$ cat src/rtl/audio_tone_seq.sv
// Step-sequenced tone generator: a 16-bit phase accumulator whose increment is set by the
// current sequencer step, shaped into mute/square/sawtooth/triangle samples once per tick.
module audio_tone_seq #(
  parameter int unsigned SAMPLE_DIV = 1024,
  parameter int unsigned STEP_TICKS = 6250
) (
  input  logic       clk,
  input  logic       rst,
  input  logic       enable,
  input  logic [1:0] audio_select,
  output logic [7:0] sample,
  output logic       sample_valid,
  output logic [3:0] note_idx
);

  localparam int unsigned DivW   = (SAMPLE_DIV > 1) ? $clog2(SAMPLE_DIV) : 1;
  localparam int unsigned TempoW = (STEP_TICKS > 1) ? $clog2(STEP_TICKS) : 1;
  localparam logic [DivW-1:0]   DivMax   = DivW'(SAMPLE_DIV - 1);
  localparam logic [TempoW-1:0] TempoMax = TempoW'(STEP_TICKS - 1);
  localparam logic [7:0]        Silence  = 8'h80;

  typedef enum logic [0:0] {StIdle, StPlay} state_e;

  state_e            state_q, state_d;
  logic [DivW-1:0]   div_q, div_d;
  logic [TempoW-1:0] tempo_q, tempo_d;
  logic [15:0]       phase_q, phase_d;
  logic [3:0]        note_q, note_d;
  logic [7:0]        sample_q, sample_d;
  logic              valid_q, valid_d;

  logic        tick;
  logic        rest;
  logic [15:0] inc;
  logic [15:0] phase_next;
  logic [7:0]  wave;

  assign tick       = (state_q == StPlay) && (div_q == DivMax);
  assign rest       = (note_q == 4'hF);
  assign inc        = rest ? 16'h0000 : {4'h0, note_q + 4'd1, 8'h00};
  assign phase_next = phase_q + inc;

  // Waveform is taken from the phase after this tick's increment.
  always_comb begin
    wave = Silence;
    if (!rest) begin
      case (audio_select)
        2'b01:   wave = phase_next[15] ? 8'hFF : 8'h00;
        2'b10:   wave = phase_next[15:8];
        2'b11:   wave = phase_next[15] ? ~phase_next[14:7] : phase_next[14:7];
        default: wave = Silence;
      endcase
    end
  end

  always_comb begin
    state_d  = state_q;
    div_d    = div_q;
    tempo_d  = tempo_q;
    phase_d  = phase_q;
    note_d   = note_q;
    sample_d = sample_q;
    valid_d  = 1'b0;
    unique case (state_q)
      StIdle: begin
        sample_d = Silence;
        if (enable) begin
          state_d = StPlay;
          div_d   = '0;
          tempo_d = '0;
          phase_d = '0;
          note_d  = '0;
        end
      end
      StPlay: begin
        if (!enable) begin
          state_d  = StIdle;
          sample_d = Silence;
        end
        // A tick in the leaving cycle still completes and overrides the silence load.
        if (tick) begin
          div_d    = '0;
          phase_d  = phase_next;
          sample_d = wave;
          valid_d  = 1'b1;
          if (tempo_q == TempoMax) begin
            tempo_d = '0;
            note_d  = note_q + 4'd1;
          end else begin
            tempo_d = tempo_q + 1'b1;
          end
        end else begin
          div_d = div_q + 1'b1;
        end
      end
      default: state_d = StIdle;
    endcase
  end

  always_ff @(posedge clk) begin
    if (rst) begin
      state_q  <= StIdle;
      div_q    <= '0;
      tempo_q  <= '0;
      phase_q  <= '0;
      note_q   <= '0;
      sample_q <= Silence;
      valid_q  <= 1'b0;
    end else begin
      state_q  <= state_d;
      div_q    <= div_d;
      tempo_q  <= tempo_d;
      phase_q  <= phase_d;
      note_q   <= note_d;
      sample_q <= sample_d;
      valid_q  <= valid_d;
    end
  end

  assign sample       = sample_q;
  assign sample_valid = valid_q;
  assign note_idx     = note_q;

endmodule

$ cat config.mk
export PLATFORM = sky130hd
export DESIGN_NAME = audio_tone_seq
export DESIGN_NICKNAME = d
export VERILOG_FILES = /design/src/rtl/audio_tone_seq.sv
export SDC_FILE = /design/constraint.sdc
export NUM_CORES = 1
export LEC_CHECK = 0
export ABC_AREA = 0
export CELL_PAD_IN_SITES_DETAIL_PLACEMENT = 1
export CELL_PAD_IN_SITES_GLOBAL_PLACEMENT = 2
export CORE_ASPECT_RATIO = 0.7
export CORE_MARGIN = 1.5
export CORE_UTILIZATION = 32
export CTS_CLUSTER_SIZE = 40
export DETAILED_ROUTE_END_ITERATION = 8
export GPL_TIMING_DRIVEN = 0
export PLACE_DENSITY = 0.86
export RECOVER_POWER = 50
export SETUP_SLACK_MARGIN = 0.1
export SLEW_MARGIN = 20
export SYNTH_ARGS = -nofsm -noshare
export SYNTH_HDL_FRONTEND = slang
export SYNTH_SLANG_ARGS = --single-unit
$ cat constraint.sdc
create_clock -name clk -period 2.7 [get_ports clk]
set_input_delay 0.54 -clock clk [delete_from_list [all_inputs] [get_ports clk]]
set_output_delay 0.54 -clock clk [all_outputs]
set_load 0.01 [all_outputs]
==> results.md <==
- Hold path cells: 2
- Number of top-level pins: 18
- Total core area: about 0.0074 mm^2
- Clk Tree Root Cell: sky130_fd_sc_hd__clkbuf_8
- Multiplexer share of the synthesized area: 0
- # DRC: 0
- Total track usage: 0.182
- Register bit count reported by yosys: 45
- Final count of negative-setup-slack endpoints: 0
- Critical path class: reg2reg
- Average vias per placed instance: 5.46
- Area of the die: 0.00825 mm^2
- Hold path startpoint: sample[4]
- Worst-path cell chain: ha_4 > and3_4 > buf_8 > nor2_4 > ha_4 > fa_2 > a211o_1 > o2111ai_4 > xnor2_2 > a211o_1 > o311ai_2 > a21oi_1
- Total leakage power: approximately 1.2 nW
- Actual slew at the worst max-slew pin: ~0.72 ns
- Initial core utilization: 0.334
- Number of enable-type register cells in the synthesized netlist: 0
- Depth of the worst register-to-register path: 12
- Number of diodes: 0
- Critical Path End Type: flip-flop
- Global placement routability congestion: 0.770
- Cells after synthesis: approximately 290
- Post-synthesis compound-gate area fraction: 0.220
- Number of nets at the end of the flow: between 300 and 400
- Adder and majority gate portion of the synthesized area: 0.0487
- Maxcap violations: 0
- VDD IR-drop max: 0.000179 V
- Detailed placement HPWL: between 5000 and 6000 um
- Slowest cell on the critical path: sky130_fd_sc_hd__dfxtp_2
- RSZ-0062 raised after global routing: true
- Clk sinks: 45
- Max_slew headroom: 0.518
- Layout cells sized above 1: 0.188
- Cell area after synthesis: 0.00247 mm^2
- Height of the chip: 76.5 um
- Terminus of the critical flop-to-flop path: sample[7]
- Synth unique cells: 54
- Seq/Total Area, Yosys: 0.365
- Buffers on Ports: 15
- Xor and xnor fraction of the mapped netlist area: 0.0745
- Maximum number of pins on one net before global-route repair: 13
- Clock tree from TritonCTS: yes
- Count of final hold-check violations: 0
- Launching point of the worst reg2reg path: note_idx[1]
- Status: complete, no violations
- Synth async-reset ratio: 0
- Final instance area: 0.00312 mm^2
- DIE WIDTH: 108 um
- Shortest period the worst path allows: 2.57 ns
- Starting DRT DRC Count: 66
- Clk_skew: just over 0.01 ns
- Share of the clock period used by the worst path: 0.950
- Synthesis warning total: 0
- Average wire per standard cell: 16.6 um
- Nature of the critical path startpoint: flip-flop
- Post-Synth Simple-Gate Area: 0.259
- Final routed wirelength across all metal layers: 7110 um
- Number of vias after detailed routing: 2332
- Total congestion overflow: 0
- Clock edge transition at the registers on the reported setup and hold paths: 0.09 ns
- First-pass DRT Iterations: 4
- Layout overhead on the synthesized area: 26.5%
- Max FO, Critical Path: 4
- Flip-flop cell with the highest count after synthesis: sky130_fd_sc_hd__dfxtp_1
- Final count of pins violating max slew: 0
- Hold Path Class: reg2reg
- Post-detailed-placement cell area: 0.00275 mm^2
- Skew-Pair Late Insertion Delay: 0.30 ns
- Post-Synthesis Net Count: 305
- CTS buffer count: 5
- Hold EP: sample[4]
- Fmax: slightly below 0.4 GHz
- H-tree lvl count: 2
- Initial antenna violation count: 0
- CTS max path bufs: 2
- Post-Synthesis Mean Instance Area: ~8.5 um^2
- First-pass GRT wire length: 11800 um
- Via count of the first global-routing pass: 2277
- Final antenna-violating net count: 0
- Std-Cell Rows: 26
- Sum of buffers and inverters on the critical path: 1
- Required time at the endpoint of the critical path: 2.89 ns
- Pwr per Cell Area: 385 mW/mm^2
- Arrival @ worst endpoint: 2.76 ns
- Total chip power: 0.00120 W
- Maximum single-stage delay on the critical path: 0.36 ns
- Kind of cell adding the most delay to the critical path: compound AO/OA/AOI/OAI gates
- Share of the core filled with cells in the final layout: 0.423
- Combinational family with the most area after synthesis: simple AND/OR/NAND/NOR gates
- R2R setup slack: ~0.13 ns
==> area by class of cell <==
| cell class | count | area (um^2) |
|---|---|---|
| Buffer | 11 | 71.3 |
| Clock buffer | 7 | 86.3 |
| Fill cell | 880 | 4260 |
| Inverter | 7 | 26.3 |
| Multi-Input combinational cell | 228 | 1620 |
| Sequential cell | 45 | 908 |
| Tap cell | 98 | 123 |
| Timing Repair Buffer | 31 | 283 |
==> cells in the mapped netlist (all sizes together), types with 2 or more instances <==
library cell,count,share of area
or4,2,0.0061
nor3,4,0.0081
a311oi,5,0.018
nor2b,4,0.010
dfxtp,45,0.37
nor2,37,0.056
ha,8,0.041
a211o,2,0.0071
nor4b,2,0.0071
xnor2,8,0.028
clkbuf,8,0.012
o31ai,4,0.012
o22ai,2,0.0051
a22o,4,0.014
a21oi,18,0.037
o21ai,17,0.034
or3,3,0.0076
nand3,13,0.035
a32oi,2,0.0071
a31oi,2,0.0051
nand2,29,0.045
nand3b,2,0.0061
or2,2,0.0051
a21o,5,0.015
and2,2,0.0051
inv,6,0.0091
o41ai,2,0.022
xor2,13,0.046
nand2b,4,0.011
nand4,6,0.018
a22oi,5,0.015
a211oi,2,0.0061
and3,7,0.018
buf,3,0.0096
nor4,3,0.010
==> sequential cells by signal, summed over array words and instances, names as in the netlist <==
signal	cells
div_q	10
note_idx	4
sample_valid	1
phase_q	8
state_q	1
tempo_q	13
sample	8
==> power by group <==
group	total, W	internal (W)	leakage [nW]	switching [W]
clock	0.000437	0.000204	0.0443	0.000234
combinational	0.0000883	0.0000305	0.744	0.0000579
sequential	0.000675	0.000667	0.365	0.00000800
==> how the worst max path moves through the flow <==
stage	end	start	slack, ns	depth (start not counted)
6_report	sample[7]	note_idx[1]	0.13	12
5_1_grt	sample[1]	note_idx[0]	-0.007	12
4_1_cts	sample[7]	note_idx[0]	0.11	12
3_5_place_dp	sample[7]	note_idx[0]	-0.30	11
3_3_place_gp	sample[7]	note_idx[0]	-0.24	12
2_1_floorplan	sample[7]	note_idx[0]	0.10	12
==> repair_timing <==
action | 4_1_cts | 5_1_grt
buffers inserted | 9 | 7
gates resized for setup | 23 | 12
pin swaps | 8 | 9
hold buffers | 0 | 0
setup endpoints to repair | 9 | 7
==> cell usage in the layout, fill, tap and decap left out, types with 3 or more instances in the layout <==
| cell | count |
|---|---|
| sky130_fd_sc_hd__a21o_1 | 5 |
| sky130_fd_sc_hd__a21oi_1 | 17 |
| sky130_fd_sc_hd__a22o_1 | 4 |
| sky130_fd_sc_hd__a22oi_1 | 5 |
| sky130_fd_sc_hd__a311oi_1 | 5 |
| sky130_fd_sc_hd__and3_1 | 6 |
| sky130_fd_sc_hd__buf_4 | 16 |
| sky130_fd_sc_hd__clkbuf_1 | 8 |
| sky130_fd_sc_hd__clkbuf_8 | 6 |
| sky130_fd_sc_hd__dfxtp_1 | 41 |
| sky130_fd_sc_hd__dfxtp_2 | 3 |
| sky130_fd_sc_hd__dlygate4sd3_1 | 15 |
| sky130_fd_sc_hd__ha_1 | 3 |
| sky130_fd_sc_hd__ha_4 | 3 |
| sky130_fd_sc_hd__inv_1 | 5 |
| sky130_fd_sc_hd__nand2_1 | 28 |
| sky130_fd_sc_hd__nand2b_1 | 3 |
| sky130_fd_sc_hd__nand3_1 | 9 |
| sky130_fd_sc_hd__nand4_1 | 5 |
| sky130_fd_sc_hd__nor2_1 | 35 |
| sky130_fd_sc_hd__nor2b_1 | 3 |
| sky130_fd_sc_hd__nor3_1 | 4 |
| sky130_fd_sc_hd__o21ai_0 | 17 |
| sky130_fd_sc_hd__o31ai_1 | 4 |
| sky130_fd_sc_hd__or3_1 | 3 |
| sky130_fd_sc_hd__xnor2_1 | 6 |
| sky130_fd_sc_hd__xor2_1 | 11 |
==> worst register-to-register path, delay by kind of cell, from the launching register on <==
kind                     cells  cell delay, ns
AO/OA/AOI/OAI                5            0.94
adder cells (fa/ha/maj)      3            0.67
flip-flops                   1            0.36
AND/OR/NAND/NOR              2            0.22
XOR/XNOR                     1            0.13
buffers and inverters        1            0.12
==> cells by family after synthesis <==
| kind of cell | after synthesis |
|---|---|
| flops | 45 |
| simple gates | 122 |
| compound gates | 76 |
| xor+xnor | 21 |
| buf+inv | 18 |
| fa+ha+maj | 9 |
==> layer usage <==
layer / vias up / global-route usage / share of wire
met4: 0 / 0.0553 / 0.013
met5: - / 0 / 0
met3: 7 / 0.0257 / 0.032
met1: 1149 / 0.285 / 0.53
met2: 37 / 0.251 / 0.42
li1: 1139 / - / -
==> per-stage QoR <==
stage                     hold slack [ns]  setup slack, ns   TNS, ns  cells
final                               0.459            0.134         0    427
after global routing                0.491         -0.00666  -0.00666    427
after global placement              0.442           -0.238    -0.548    404
after CTS                           0.478            0.114         0    420
after floorplan                     0.453            0.104         0    291
after detailed placement            0.456           -0.305     -1.04    404
No activity file was read; power rests on OpenSTA's default activity.
